==> src/rtl/fifo_wr_arbiter_pkg.sv <==
// Shared configuration and FSM encoding for the packet-aware FIFO write arbiter.
package fifo_wr_arbiter_pkg;

   localparam int CFG_ARB_NUM_REQ   = 4;
   localparam int CFG_ARB_MAX_BURST = 16;

   typedef enum logic {
      ARB_ST_IDLE  = 1'b0,
      ARB_ST_GRANT = 1'b1
   } arb_state_e;

endpackage

==> src/rtl/fifo_wr_arbiter_rr_pick.sv <==
// Round-robin pick: first set request at or after ptr_i, wrapping to the lowest set request.
module fifo_wr_arbiter_rr_pick #(
   parameter int NUM_REQ = 4,
   parameter int IDW     = 2
) (
   input  logic [NUM_REQ-1:0] req_i,
   input  logic [IDW-1:0]     ptr_i,
   output logic [NUM_REQ-1:0] grant_oh_o,
   output logic [IDW-1:0]     grant_idx_o
);

   logic [NUM_REQ-1:0] mask;
   logic [NUM_REQ-1:0] masked;
   logic [NUM_REQ-1:0] sel;
   logic               found;

   generate
      for (genvar gi = 0; gi < NUM_REQ; gi++) begin : g_mask
         assign mask[gi] = (IDW'(gi) >= ptr_i);
      end
   endgenerate

   assign masked = req_i & mask;

   // Masked encoder wins when anything sits at/after the pointer; otherwise wrap around.
   always_comb begin
      sel         = (|masked) ? masked : req_i;
      grant_oh_o  = '0;
      grant_idx_o = '0;
      found       = 1'b0;
      for (int i = 0; i < NUM_REQ; i++) begin
         if (sel[i] && !found) begin
            found          = 1'b1;
            grant_oh_o[i]  = 1'b1;
            grant_idx_o    = IDW'(i);
         end
      end
   end

endmodule

==> src/rtl/fifo_wr_arbiter.sv <==
// Packet-aware round-robin arbiter in front of a sync FIFO write port; holds a grant until
// packet end or MAX_BURST beats, and only starts new grants while the FIFO is not almost-full.
module fifo_wr_arbiter
   import fifo_wr_arbiter_pkg::*;
#(
   parameter int NUM_REQ    = CFG_ARB_NUM_REQ,
   parameter int DATA_WIDTH = 32,
   parameter int MAX_BURST  = CFG_ARB_MAX_BURST,
   parameter int IDW        = $clog2(NUM_REQ),
   parameter int BCW        = $clog2(MAX_BURST + 1)
) (
   input  logic                          clk,
   input  logic                          reset,
   input  logic [NUM_REQ-1:0]            req_valid,
   input  logic [NUM_REQ-1:0]            req_last,
   input  logic [NUM_REQ*DATA_WIDTH-1:0] req_data,
   output logic [NUM_REQ-1:0]            req_ready,
   output logic                          o_valid_s,
   output logic [DATA_WIDTH-1:0]         o_data,
   input  logic                          i_ready_s,
   input  logic                          i_almostfull,
   output logic [IDW-1:0]                o_grant_id,
   output logic                          o_busy,
   output logic                          o_pkt_done
);

   arb_state_e         state_q,     state_d;
   logic [IDW-1:0]     rr_ptr_q,    rr_ptr_d;
   logic [BCW-1:0]     burst_cnt_q, burst_cnt_d;
   logic [IDW-1:0]     grant_id_q,  grant_id_d;
   logic [NUM_REQ-1:0] grant_oh_q,  grant_oh_d;
   logic               pkt_done_q,  pkt_done_d;

   logic [NUM_REQ-1:0]    pick_oh;
   logic [IDW-1:0]        pick_idx;
   logic                  busy;
   logic                  owner_valid;
   logic                  beat_acc;
   logic                  beat_last;
   logic                  burst_end;
   logic [DATA_WIDTH-1:0] src_data [NUM_REQ];

   fifo_wr_arbiter_rr_pick #(
      .NUM_REQ (NUM_REQ),
      .IDW     (IDW)
   ) u_rr_pick (
      .req_i       (req_valid),
      .ptr_i       (rr_ptr_q),
      .grant_oh_o  (pick_oh),
      .grant_idx_o (pick_idx)
   );

   generate
      for (genvar gi = 0; gi < NUM_REQ; gi++) begin : g_src
         assign src_data[gi] = req_data[gi*DATA_WIDTH +: DATA_WIDTH];
      end
   endgenerate

   assign busy        = (state_q == ARB_ST_GRANT);
   assign owner_valid = |(req_valid & grant_oh_q);
   assign beat_acc    = busy && owner_valid && i_ready_s;
   assign beat_last   = |(req_last & grant_oh_q);
   assign burst_end   = (burst_cnt_q == BCW'(MAX_BURST - 1));

   always_ff @(posedge clk or posedge reset) begin
      if (reset) begin
         state_q     <= ARB_ST_IDLE;
         rr_ptr_q    <= '0;
         burst_cnt_q <= '0;
         grant_id_q  <= '0;
         grant_oh_q  <= '0;
         pkt_done_q  <= 1'b0;
      end else begin
         state_q     <= state_d;
         rr_ptr_q    <= rr_ptr_d;
         burst_cnt_q <= burst_cnt_d;
         grant_id_q  <= grant_id_d;
         grant_oh_q  <= grant_oh_d;
         pkt_done_q  <= pkt_done_d;
      end
   end

   always_comb begin
      state_d     = state_q;
      rr_ptr_d    = rr_ptr_q;
      burst_cnt_d = burst_cnt_q;
      grant_id_d  = grant_id_q;
      grant_oh_d  = grant_oh_q;
      pkt_done_d  = 1'b0;
      case (state_q)
         ARB_ST_IDLE: begin
            if (|req_valid && !i_almostfull) begin
               state_d     = ARB_ST_GRANT;
               grant_id_d  = pick_idx;
               grant_oh_d  = pick_oh;
               burst_cnt_d = '0;
            end
         end
         ARB_ST_GRANT: begin
            if (beat_acc) begin
               burst_cnt_d = burst_cnt_q + BCW'(1);
               // The pointer moves past the owner only when its grant closes.
               if (beat_last || burst_end) begin
                  state_d    = ARB_ST_IDLE;
                  pkt_done_d = 1'b1;
                  rr_ptr_d   = (grant_id_q == IDW'(NUM_REQ - 1)) ? '0 : grant_id_q + 1'b1;
               end
            end
         end
         default: state_d = ARB_ST_IDLE;
      endcase
   end

   assign o_busy     = busy;
   assign o_pkt_done = pkt_done_q;
   assign o_grant_id = grant_id_q;
   assign o_valid_s  = busy && owner_valid;
   assign req_ready  = busy ? (grant_oh_q & {NUM_REQ{i_ready_s}}) : '0;
   assign o_data     = src_data[grant_id_q];

endmodule
==> config.mk <==
export PLATFORM = sky130hd
export DESIGN_NAME = fifo_wr_arbiter
export DESIGN_NICKNAME = d
export VERILOG_FILES = /design/src/rtl/fifo_wr_arbiter_pkg.sv /design/src/rtl/fifo_wr_arbiter_rr_pick.sv /design/src/rtl/fifo_wr_arbiter.sv
export SDC_FILE = /design/constraint.sdc
export NUM_CORES = 1
export LEC_CHECK = 0
export BUFFER_PORTS_ARGS = -buffer_cell sky130_fd_sc_hd__buf_2
export CORE_MARGIN = 2
export CORE_UTILIZATION = 37
export CTS_CLUSTER_DIAMETER = 200
export DETAILED_ROUTE_END_ITERATION = 16
export PLACE_DENSITY_LB_ADDON = 0.12
export SKIP_LAST_GASP = 1
export SLEW_MARGIN = 20
export SYNTH_ARGS = -nofsm -noshare
export SYNTH_HDL_FRONTEND = slang
export SYNTH_SLANG_ARGS = --single-unit
==> constraint.sdc <==
create_clock -name clk -period 4.8 [get_ports clk]
set_input_delay 0.96 -clock clk [delete_from_list [all_inputs] [get_ports clk]]
set_output_delay 0.96 -clock clk [all_outputs]
set_load 0.02 [all_outputs]
* Word level (Yosys, flattened, before mapping)
Index checks and enable logic that the tools add are counted.
Operators by class: $add $sub $neg 2, $lt $le $gt $ge 5, equal/unequal tests 4, muxes and demuxes 25, bitwise operators 6, reductions and logical operators 18
Operators with widths (count):
- 32-bit binary-select mux with 2-bit select | 1
- 32-bit 2-to-1 mux | 2
- 4-bit AND | 4
- 4-bit OR reduction | 4
- 1-bit 2-to-1 mux | 13
- 5-bit 2-to-1 mux | 2
- 5-bit one-hot mux with 2 select lines | 1
- 4-bit 2-to-1 mux | 2
- 1-bit logical AND | 6
- 2-bit 2-to-1 mux | 3
- 5-bit by 1-bit adder with 5-bit output (second input constant) | 1
- 5-bit by 4-bit == test with 1-bit output (second input constant) | 1
- 1-bit by 2-bit >= comparator with 1-bit output (first input constant) | 2
- 2-bit >= comparator (first input constant) | 2
- 1-bit logical NOT | 4
- 2-bit AND reduction | 2
- 3-bit >= comparator (second input constant) | 1
- 2-bit NOT with 3-bit output | 1
- 3-bit AND reduction | 1
- 2-bit by 1-bit adder with 2-bit output (second input constant) | 1
- 2-bit == test (second input constant) | 1
- 2-bit by 1-bit inequality test with 1-bit output (second input constant) | 1
- 2-bit inequality test (second input constant) | 1
- 1-bit one-hot mux with 2 select lines | 1
- 2 further kinds | 2
Storage, ports and cells: register bits 15, input port bits 140

* Logic depth before layout (Yosys ltp)
Gate-level depths: netlist (run 1).
depth after elaboration 14, depth in mapped cells 7

* By module
Synthesis (run 1) repeated with hierarchy kept, for this count alone.
Second synthesis, totals: cells, all modules 136, area, all modules 1786.7 µm²
By module, submodules not included:
- fifo_wr_arbiter | times used 1, cells each 105, area each 1562.7 µm², sequential area each 375.4 µm²
- fifo_wr_arbiter_rr_pick | times used 1, cells each 31, area each 224.0 µm², sequential area each 0.0 µm²

* Worst setup path after synthesis (run 1)
Ideal clock, no wire load.
kind register to output, start point reg grant_id_q[0] (netlist: o_grant_id[0]), end point out o_data[12], arrival 1.606 ns, data required time 3.840 ns, slack 2.234 ns, cell stages (with the launch flop) 4, path through dfrtp_1 -> buf_2 -> buf_2 -> mux4_2
Between the ends: longest elaborated chain between the ends 4
Ends and longest elaborated chain:
- start, declared | RTL line fifo_wr_arbiter.sv:30 | logic [IDW-1:0] grant_id_q, grant_id_d;
- start signal, assigned | RTL line fifo_wr_arbiter.sv:77 | grant_id_q <= grant_id_d;
- 2-bit NOT with 3-bit output (implied by the code) | RTL line fifo_wr_arbiter.sv:119 | assign o_data = src_data[grant_id_q];
- 32-bit binary-select mux with 2-bit select | RTL line fifo_wr_arbiter.sv:119
- 32-bit 2-to-1 mux (implied by the code) (2 in a row) | RTL line fifo_wr_arbiter.sv:119
- end, declared | RTL line fifo_wr_arbiter.sv:19 | output logic [DATA_WIDTH-1:0] o_data,
Every way passes these cells. The select of a mux whose other input is x is not followed.

* Final worst setup path (run 1)
start point reg grant_id_q[0] (netlist: o_grant_id[0]), end point out o_data[7]
Same word-level chain as after synthesis.

==> results of run 1 <==
## logic make-up (layout without fill, tap and decap cells)
family / after synthesis / in the layout / synth area share (%)
mux: 36 / 36 / 47.3
simple gates: 32 / 32 / 10.6
compound gates: 22 / 22 / 11.8
buf+inv: 16 / 191 / 4.72
flops: 15 / 15 / 23.2
fa+ha+maj: 3 / 3 / 2.32
## cells in the final DEF, fill, tap and decap left out, drive strengths merged, types with 2 or more instances in the layout
cell type / synthesis / final
o31ai: 2 / 2
dfrtp: 15 / 15
mux2: 3 / 3
buf: 6 / 181
a21oi: 2 / 2
a32o: 2 / 2
and3: 6 / 6
a21o: 2 / 2
nor2: 6 / 6
ha: 3 / 3
a22o: 2 / 2
nor2b: 2 / 2
a31oi: 2 / 2
mux4: 32 / 32
nand2b: 2 / 2
a22oi: 2 / 2
nand2: 9 / 9
inv: 6 / 6
clkbuf: 4 / 3
nor3: 2 / 2
## power by group through the flow
stage,registers [mW],logic (mW),clock network [mW]
global placement,0.306,0.827,0
CTS,0.306,0.840,0.110
finish,0.302,0.834,0.108
detailed placement,0.308,0.838,0
floorplan,0.227,0.670,0
global route,0.325,0.895,0.114
## sequential cells by signal, summed over array words and instances (netlist names)
register / count
o_busy: 1
burst_cnt_q: 5
rr_ptr_q: 2
grant_oh_q: 4
o_pkt_done: 1
o_grant_id: 2
## critical path, stage by stage (launching register included)
cell and delay, ns:
dfrtp_4 0.84, mux4_2 0.61, buf_2 0.18
## stage by stage
stage               total power [mW]  area, um2  util [%]  setup WS [ns]  hold slack, ns
finish                          1.24       2590      60.7           1.95           0.480
global placement                1.13       2540      59.5           1.93           0.457
detailed placement              1.15       2540      59.5           1.91           0.475
global route                    1.33       2590      60.7           1.82           0.521
CTS                             1.26       2580      60.6           1.63           0.484
floorplan                      0.897       1620         -           2.23           0.438
## layer usage
metal / part of all wire [%] / up-vias / track usage [%]
met5: 0 / - / 0
met4: 2.8 / 0 / 7.26
met3: 8.0 / 14 / 3.90
met2: 50 / 106 / 39.8
met1: 40 / 906 / 34.6
li1: - / 869 / -
## final cells by class
| type | instances | area (um2) |
|---|---|---|
| Fill cell | 389 | 1680 |
| Clock inverter | 1 | 7.51 |
| Sequential cell | 15 | 379 |
| Inverter | 6 | 22.5 |
| Multi-Input combinational cell | 93 | 1160 |
| Tap cell | 52 | 65.1 |
| Timing Repair Buffer | 181 | 908 |
| Clock buffer | 3 | 41.3 |
## worst min path at each step
stage | start | endpoint | slack, ns | cells after the start
after floorplan | burst_cnt_q[3]$_DFFE_PP0P_ | burst_cnt_q[3]$_DFFE_PP0P_ | 0.44 | 1
after global placement | burst_cnt_q[3]$_DFFE_PP0P_ | burst_cnt_q[3]$_DFFE_PP0P_ | 0.46 | 1
after detailed placement | burst_cnt_q[3]$_DFFE_PP0P_ | burst_cnt_q[3]$_DFFE_PP0P_ | 0.48 | 1
after CTS | burst_cnt_q[3]$_DFFE_PP0P_ | burst_cnt_q[3]$_DFFE_PP0P_ | 0.48 | 1
after global routing | burst_cnt_q[3]$_DFFE_PP0P_ | burst_cnt_q[3]$_DFFE_PP0P_ | 0.52 | 1
final | burst_cnt_q[3]$_DFFE_PP0P_ | burst_cnt_q[3]$_DFFE_PP0P_ | 0.48 | 1
==> summary.txt, run 1 <==
Critical path
  • CP endpoint: o_data[7]
  • FF-to-FF setup slack: 3.10 ns
  • Startpoint types: flop
  • Critical Path Source: o_grant_id[0]$_DFFE_PP0P_
  • Critical Path RT: 3.84 ns
  • Critical path fanouts, max: 36
  • Reg2reg start: burst_cnt_q[0]$_DFFE_PP0P_
  • Critical path endpoint category: primary output
  • CP Data Arrival Time: 1.89 ns
  • WS Path Type: flop to primary output
  • R2R cell count: 7
  • Reg2Reg Capture Point: rr_ptr_q[0]$_DFFE_PP0P_

Synthesis
  • Yosys reg bits: 15
  • Synth top area cells: mux4_2 45%, dfrtp_1 23%, and3_1 2.3%
  • Most frequent cell after synthesis: mux4_2
  • Warnings from Yosys: 0
  • Top cell type by total area after synthesis: mux4_2
  • Unique masters post-synth: 41
  • Synth top area share: 44.6%
  • Post-synthesis cell area: 0.00162 mm2
  • Synth Area per Inst: 13.0 um2
  • EDFF count, synth: 0
  • Syn Inst Count: 124
  • Seq/Total Area, Yosys: 23.2%
  • Syn Nets: 267
  • Commonest cells in the netlist: 32 x mux4_2, 15 x dfrtp_1, 8 x nand2_1
  • Post-synthesis async set-or-reset flop share: 100%
  • Main synth FF type: dfrtp_1

Routing
  • DR iter-0 viols: 80
  • Via/cell ratio: 5.40
  • Routed len/inst: 17.1 um
  • DRC: 0
  • DRT antenna net count: 0
  • DR vias: 1,895
  • Final WL: 6010 um
  • Drt pass-1 iters: 4

Power
  • Static Leakage: 1.34 nW
  • Power density over cell area: 481 mW/mm2
  • Comb power frac: 67.0%
  • VDD IR-drop max: 0.000272 V
  • P_sw: 0.588 mW
  • Sw Share: 47.2%
  • Seq pwr share: 24.3%
  • Internal power: 0.657 mW
  • Clock power frac: 8.7%

Floorplanning
  • Die area: 0.00491 mm2
  • # rows: 24
  • Core area: 0.00426 mm2
  • # IOs: 181
  • Die span in x: 70.1 um
  • Die Span Y: 70.1 um
  • Starting Density: 37.9%

Status
  • Status: finished, final reports clean

Finish
  • Final nets: 443
  • Antenna cells: 0
  • Share of cells above drive strength 1: 74.6%
  • Post-Layout Cell Count: 351
  • Area added between synthesis and finish: 60.2%

GRT
  • Largest net degree at the start of global routing: 37
  • Vias in the first global route: 1,848
  • Initial antenna violation count: 0
  • Total global routing overflow: 0
  • First-pass GRT wire length: 9630 um
  • Global-route usage over all layers: 24.7%

Timing
  • Tcrit/Tclk final: 59.3%
  • Max Clk Rate: 351 MHz
  • Final Hold Vio Count: 0
  • Clock skew: 0.00490 ns
  • Final TNS setup: 0 ns
  • Final setup viols: 0
  • Final Max Tran Viols: 0
  • Final period demand of the worst path: 2.85 ns
  • Unrepaired setup endpoints after global routing: false
  • Measured slew at the worst slew-check pin: 0.618 ns
  • Slew HR: 58.8%

CTS
  • Worst-Skew Late Latency: 0.25 ns
  • Clock transition at path regs: 0.07 ns
  • Post-CTS Setup Repair Bufs: 0
  • Max clock buf depth: 2
  • Post-CTS Resized: 0
  • Clock tree from TritonCTS: done
  • Cts hold-fix bufs: 0
  • Clock sinks: 15
  • CTS root buffer: clkbuf_8
  • CTS Buf Count: 3
  • H-tree depth: 1

Placement
  • Hpwl dp: 5170 um
  • PortBufs: 180
  • Placed Cells: 347
  • GP Congestion: 0.880

Worst hold path
  • Min-delay worst type: flop to flop

Flow run
  • Max-cap violations: 0
(Power assumes the default switching activity.)
==> run 2: changes to the inputs <==
- ABC_AREA: unset -> 1
- CORE_UTILIZATION: 37 -> 33
- clock period: 4.8 -> 2.3 ns (I/O delays scaled with it)
==> run 2 against run 1 <==
Compared with the run above:
- largest cell class unchanged
- flip-flop and latch count unchanged
- synthesized area increased by 11%
- clock power increased by 93%
- worst setup slack got worse by 1.7 ns
- cell count increased by 56%
- critical path depth increased by 2
- sequential power increased by 60%
- largest power group unchanged
==> summary.txt, run 2 <==
Timing
  • Slew HR: 60.4% (+1.6 points)
  • Tcrit/Tclk final: 89.3%
  • Final setup viols: 0 (unchanged)
  • Final Hold Vio Count: 0 (unchanged)
  • Final TNS setup: 0 ns (unchanged)
  • Measured slew at the worst slew-check pin: 0.594 ns (-0.0243 ns)
  • Clock skew: 0.00186 ns (-0.00304 ns)
  • Final period demand of the worst path: 2.05 ns
  • Final Max Tran Viols: 0 (unchanged)
  • Unrepaired setup endpoints after global routing: false
  • Max Clk Rate: 487 MHz

Finish
  • Commonest non-fill, non-tap cell in the layout: buf_2
  • Reg with most FFs: burst_cnt_q
  • Register Area: 377 um2 (-0.66%)
  • Fillers: 516 (+33%)
  • Final nets: 623 (+41%)
  • Share of cells above drive strength 1: 42.4% (-32 points)
  • Flip-flop count of the largest register after layout: 5 (unchanged)
  • Commonest non-fill, non-tap cells in the layout: 180 x buf_2, 80 x nor2_1, 65 x o21ai_0
  • Antenna cells: 0 (unchanged)
  • Area added between synthesis and finish: 55.9%
  • Top Registers: burst_cnt_q (5), grant_oh_q (4)
  • Multi-input logic area: 0.00124 mm2 (+6.8%)

Synthesis
  • EDFF count, synth: 0 (unchanged)
  • Syn Inst Count: 310 (+150%)
  • Most frequent cell after synthesis: nor2_1
  • Synth top area cells: dfrtp_1 21%, o21ai_0 18%, nor2_1 17%
  • Syn Nets: 453 (+70%)
  • Seq/Total Area, Yosys: 21.0% (-2.2 points)
  • Post-synthesis async set-or-reset flop share: 100% (unchanged)
  • Commonest cells in the netlist: 80 x nor2_1, 65 x o21ai_0, 43 x nand2_1
  • Unique masters post-synth: 24 (-41%)
  • Post-synthesis cell area: 0.00179 mm2 (+11%)
  • Warnings from Yosys: 0 (unchanged)
  • Synth Area per Inst: 5.77 um2 (-56%)
  • Main synth FF type: dfrtp_1
  • Synth top area share: 21.0% (-24 points)
  • Yosys reg bits: 15 (unchanged)
  • Top cell type by total area after synthesis: dfrtp_1

Floorplanning
  • Die span in x: 77.6 um (+11%)
  • # IOs: 181 (unchanged)
  • Die Span Y: 77.6 um (+11%)
  • Die area: 0.00602 mm2 (+23%)
  • # rows: 26 (+8.3%)
  • Starting Density: 34.6% (-3.3 points)
  • Core area: 0.00517 mm2 (+21%)

Critical path
  • Startpoint types: flop
  • CP Data Arrival Time: 1.59 ns (-0.30 ns)
  • Worst path max stage delay: 0.53 ns (-0.31 ns)
  • FF-to-FF setup slack: 0.84 ns (-2.26 ns)
  • CP bufs+invs: 2 (+1)
  • Crit-path slowest cell: dfrtp_1
  • Top delay family on crit path: flip-flops
  • Critical path endpoint category: primary output
  • Critical Path RT: 1.84 ns (-2.00 ns)
  • Crit-path cells: buf_4 > o21ai_0 > o22ai_1 > buf_2
  • Critical path fanouts, max: 25 (-31%)
  • WS Path Type: flop to primary output

Routing
  • Final WL: 7240 um (+20%)
  • Via/cell ratio: 4.91 (-9.1%)
  • DRC: 0 (unchanged)
  • DRT antenna net count: 0 (unchanged)
  • Drt pass-1 iters: 4 (unchanged)
  • Routed len/inst: 13.2 um (-23%)
  • DR iter-0 viols: 71 (-11%)
  • DR vias: 2,693 (+42%)

CTS
  • Clock transition at path regs: 0.06 ns (about the same)
  • Max clock buf depth: 2 (unchanged)
  • Clock sinks: 15 (unchanged)
  • H-tree depth: 1 (unchanged)
  • CTS Buf Count: 3 (unchanged)
  • Post-CTS Setup Repair Bufs: 0 (unchanged)
  • Cts hold-fix bufs: 0 (unchanged)
  • Post-CTS Resized: 0 (unchanged)
  • CTS root buffer: clkbuf_8
  • Clock tree from TritonCTS: done
  • Worst-Skew Late Latency: 0.24 ns (about the same)

Worst hold path
  • Min-delay worst type: input pin to async pin

Power
  • Power density over cell area: 1140 mW/mm2 (+140%)
  • Total power: 3.18 mW (+160%)
  • Static Leakage: 1.54 nW (+15%)
  • VDD IR-drop max: 0.000457 V (+68%)

GRT
  • Initial antenna violation count: 1 (+1)
  • Global-route usage over all layers: 23.1% (-1.6 points)
  • Total global routing overflow: 0 (unchanged)
  • Largest net degree at the start of global routing: 69 (+86%)
  • First-pass GRT wire length: 11,500 um (+20%)
  • Vias in the first global route: 2,435 (+32%)

Placement
  • PortBufs: 180 (unchanged)
  • Hpwl dp: 5750 um (+11%)
  • GP Congestion: 0.889 (+1.0%)

Flow run
  • Max-cap violations: 0 (unchanged)

Status
  • Status: finished, final reports clean
run 2: cell types whose count changed in the layout (fill, tap and decap cells not counted), sizes merged, moves of 13 or more:
cell / change
nand3: +13
o22ai: +32
nand2: +39
o21ai: +68
nor2: +78
inv: +13
mux4: -32
run 2: cells by family after synthesis:
group | Yosys count | share of synthesized area (%)
AO/OA/AOI/OAI | 106 | 33.3
flip-flops | 15 | 21.0
XOR/XNOR | 1 | 0.490
adder cells (fa/ha/maj) | 3 | 2.10
buffers and inverters | 39 | 9.52
AND/OR/NAND/NOR | 146 | 33.6
run 2: final cells by class:
type	count	share of cell area (%)
clock buffers	3	1.48
clock inverters	1	0.180
inverters	19	2.56
multi-input cells	256	44.6
flip-flops and latches	15	13.5
well taps	70	3.14
repair buffers	185	34.6
run 2: metal layers:
| layer | vias to the layer above | share of wire (%) | global-route usage (%) |
|---|---|---|---|
| met5 | - | 0.18 | 0 |
| met3 | 12 | 7.2 | 3.37 |
| met4 | 2 | 1.0 | 3.75 |
| met1 | 1173 | 44 | 31.9 |
| li1 | 1392 | - | - |
| met2 | 114 | 48 | 38.6 |
run 2: worst reg2reg max path, stage by stage, from the launching register on:
cell and delay, ns:
dfrtp_1 0.41, ha_1 0.22, nand2_1 0.08, nor2_1 0.05, ha_1 0.17, a21oi_1 0.11, nand2_1 0.12, nand2_2 0.12
nand2_1 0.05, nand2_1 0.06
run 2: path summary, 6_finish.rpt:
path                                                  from                         end  depth (start not counted)
worst max-delay path             o_grant_id[1]$_DFFE_PP0P_                   o_data[1]                          4
worst min-delay path                                 reset  burst_cnt_q[2]$_DFFE_PP0P_                          2
worst max register to register  burst_cnt_q[0]$_DFFE_PP0P_            o_busy$_DFF_PP0_                          9
worst min register to register   grant_oh_q[3]$_DFFE_PP0P_   grant_oh_q[3]$_DFFE_PP0P_                          2
max in group asynchronous                            reset   o_grant_id[0]$_DFFE_PP0P_                          2
min in group clk                 grant_oh_q[3]$_DFFE_PP0P_   grant_oh_q[3]$_DFFE_PP0P_                          2
run 2: report_power, final:
group	switching (mW)	leakage (nW)	internal, mW
combinational	1.62	1.33	0.877
sequential	0.119	0.191	0.364
clock	0.0887	0.0255	0.120
total	1.82	1.54	1.36
run 2: metrics by stage:
step / utilization (%) / hold slack [ns] / instances / setup WS [ns] / area (um2)
after global placement: 53.0 / 0.498 / 545 / 0.550 / 2740
after floorplan: - / 0.361 / 310 / 0.532 / 1790
after detailed placement: 53.0 / 0.492 / 545 / 0.511 / 2740
final: 53.9 / 0.274 / 549 / 0.246 / 2790
after CTS: 53.9 / 0.293 / 549 / 0.247 / 2790
after global routing: 53.9 / 0.324 / 549 / 0.117 / 2790
==> run 3: changes to the inputs <==
- CORE_ASPECT_RATIO: unset -> 1.25
==> run 3 against run 2 <==
Compared with the run above:
- global-route usage shrank 0.62 points
- cell count shrank 0.91%
- via count up 0.71%
- first-iteration DRC count up 51%
==> summary.txt, run 3 (synthesis results as in run 2) <==
Routing
  • Final WL: 7390 um (+2.1%)
  • Drt pass-1 iters: 4 (unchanged)
  • DR iter-0 viols: 107 (+51%)
  • DRT antenna net count: 0 (unchanged)
  • DR vias: 2,712 (+0.71%)
  • Via/cell ratio: 4.99 (+1.6%)
  • Routed len/inst: 13.6 um (+3.0%)
  • DRC: 0 (unchanged)

Critical path
  • CP Data Arrival Time: 1.68 ns (+0.09 ns)
  • Critical Path RT: 1.84 ns (about the same)
  • Reg2reg start: burst_cnt_q[0]$_DFFE_PP0P_
  • Critical path fanouts, max: 45 (+80%)
  • Startpoint types: flop
  • Critical path endpoint category: primary output
  • Critical Path Source: o_grant_id[0]$_DFFE_PP0P_
  • WS Path Type: flop to primary output

Finish
  • Top Registers: burst_cnt_q (5), grant_oh_q (4)
  • Final nets: 624 (+0.16%)
  • Multi-input logic area: 0.00124 mm2 (unchanged)
  • Flip-flop count of the largest register after layout: 5 (unchanged)
  • Register Area: 377 um2 (unchanged)
  • Area added between synthesis and finish: 55.3%
  • Reg with most FFs: burst_cnt_q
  • Fillers: 542 (+5.0%)
  • Commonest non-fill, non-tap cell in the layout: buf_2
  • Share of cells above drive strength 1: 42.3% (-0.088 points)
  • Post-Layout Cell Count: 544 (-0.91%)
  • Commonest non-fill, non-tap cells in the layout: 180 x buf_2, 80 x nor2_1, 65 x o21ai_0

GRT
  • Total global routing overflow: 0 (unchanged)
  • Largest net degree at the start of global routing: 58 (-16%)
  • Global-route usage over all layers: 22.5% (-0.62 points)
  • Vias in the first global route: 2,359 (-3.1%)
  • Initial antenna violation count: 2 (+1)
  • First-pass GRT wire length: 11,200 um (-2.5%)

Power
  • Power density over cell area: 1150 mW/mm2 (+0.36%)
  • P_sw: 1.83 mW (+0.31%)
  • Seq pwr share: 15.3% (about the same)
  • Comb power frac: 77.9% (-0.4 points)
  • Static Leakage: 1.54 nW (-0.23%)
  • Clock power frac: 6.8% (+0.3 points)
  • VDD IR-drop max: 0.000558 V (+22%)
  • Internal power: 1.35 mW (-0.52%)
  • Sw Share: 57.5% (+0.20 points)

CTS
  • Clock transition at path regs: 0.06 ns (about the same)
  • Cts hold-fix bufs: 0 (unchanged)
  • Clock tree from TritonCTS: done
  • Max clock buf depth: 2 (unchanged)
  • Clock sinks: 15 (unchanged)
  • H-tree depth: 1 (unchanged)
  • CTS Buf Count: 3 (unchanged)
  • Post-CTS Setup Repair Bufs: 0 (unchanged)
  • Worst-Skew Late Latency: 0.25 ns (about the same)
  • CTS root buffer: clkbuf_8
  • Post-CTS Resized: 0 (unchanged)

Timing
  • Max Clk Rate: 468 MHz (-3.9%)
  • Hold WS: 0.272 ns (-0.00148 ns)
  • Clock skew: 0.00157 ns (-0.000293 ns)
  • Final setup viols: 0 (unchanged)
  • Measured slew at the worst slew-check pin: 0.598 ns (+0.00448 ns)
  • Final TNS setup: 0 ns (unchanged)
  • Final Hold Vio Count: 0 (unchanged)
  • Slew HR: 60.1% (-0.30 points)
  • Tcrit/Tclk final: 92.9% (+3.6 points)
  • Final period demand of the worst path: 2.14 ns (+0.0835 ns)
  • Final Max Tran Viols: 0 (unchanged)
  • Unrepaired setup endpoints after global routing: false

Floorplanning
  • Die span in x: 69.8 um (-10%)
  • Die area: 0.00603 mm2 (about the same)
  • Die Span Y: 86.3 um (+11%)
  • # IOs: 181 (unchanged)
  • Core area: 0.00515 mm2 (-0.39%)
  • Starting Density: 34.7% (+0.13 points)
  • # rows: 29 (+12%)

Placement
  • PortBufs: 180 (unchanged)
  • Hpwl dp: 5780 um (+0.46%)
  • GP Congestion: 0.882 (-0.80%)
  • Placed Cells: 538 (-1.3%)

Status
  • Status: finished, final reports clean

Flow run
  • Max-cap violations: 0 (unchanged)

Worst hold path
  • Min-delay worst type: input pin to async pin
run 3: layout make-up:
class / instances / share of cell area [%]
well taps: 62 / 2.79
inverters: 19 / 2.57
multi-input cells: 256 / 44.7
repair buffers: 186 / 34.5
clock buffers: 4 / 1.62
flip-flops and latches: 15 / 13.6
diodes: 2 / 0.180
run 3: metrics by stage:
| step | area, um2 | setup slack [ns] | power (mW) | util, % |
|---|---|---|---|---|
| after CTS | 2770 | 0.173 | 3.20 | 53.8 |
| after global routing | 2770 | 0.0366 | 3.49 | 53.8 |
| after floorplan | 1790 | 0.532 | 2.19 | - |
| final | 2780 | 0.163 | 3.18 | 53.9 |
| after global placement | 2730 | 0.449 | 2.94 | 52.9 |
| after detailed placement | 2730 | 0.447 | 2.98 | 52.9 |
run 3: path summary, 6_finish.rpt:
kind                       slack (ns)  cells after the start                          to
min                              0.27                      2  burst_cnt_q[1]$_DFFE_PP0P_
min in group clk                 0.52                      2   grant_oh_q[3]$_DFFE_PP0P_
min reg2reg                      0.52                      2   grant_oh_q[3]$_DFFE_PP0P_
max reg2reg                      0.83                      9            o_busy$_DFF_PP0_
max                              0.16                      5                  o_data[14]
max in group asynchronous        1.61                      2   o_grant_id[0]$_DFFE_PP0P_
run 3: power by group through the flow:
| stage | Sequential, mW | Combinational, mW | Clock (mW) |
|---|---|---|---|
| floorplan | 0.488 | 1.71 | 0 |
| global placement | 0.487 | 2.45 | 0 |
| detailed placement | 0.488 | 2.49 | 0 |
| CTS | 0.486 | 2.49 | 0.219 |
| global route | 0.506 | 2.75 | 0.230 |
| finish | 0.487 | 2.48 | 0.215 |
run 3: routing by layer:
metal / global-route usage, % / vias up / part of all wire, %
li1: - / 1392 / -
met1: 26.5 / 1196 / 39
met2: 40.6 / 112 / 51
met3: 5.58 / 12 / 8.5
met4: 6.12 / 0 / 1.7
met5: 0 / - / 0
run 3: worst max-delay path, cell delays in order (launching register included):
cell,delay [ns]
dfrtp_2,0.50
inv_2,0.08
buf_4,0.34
o21ai_0,0.13
o22ai_1,0.16
buf_2,0.20
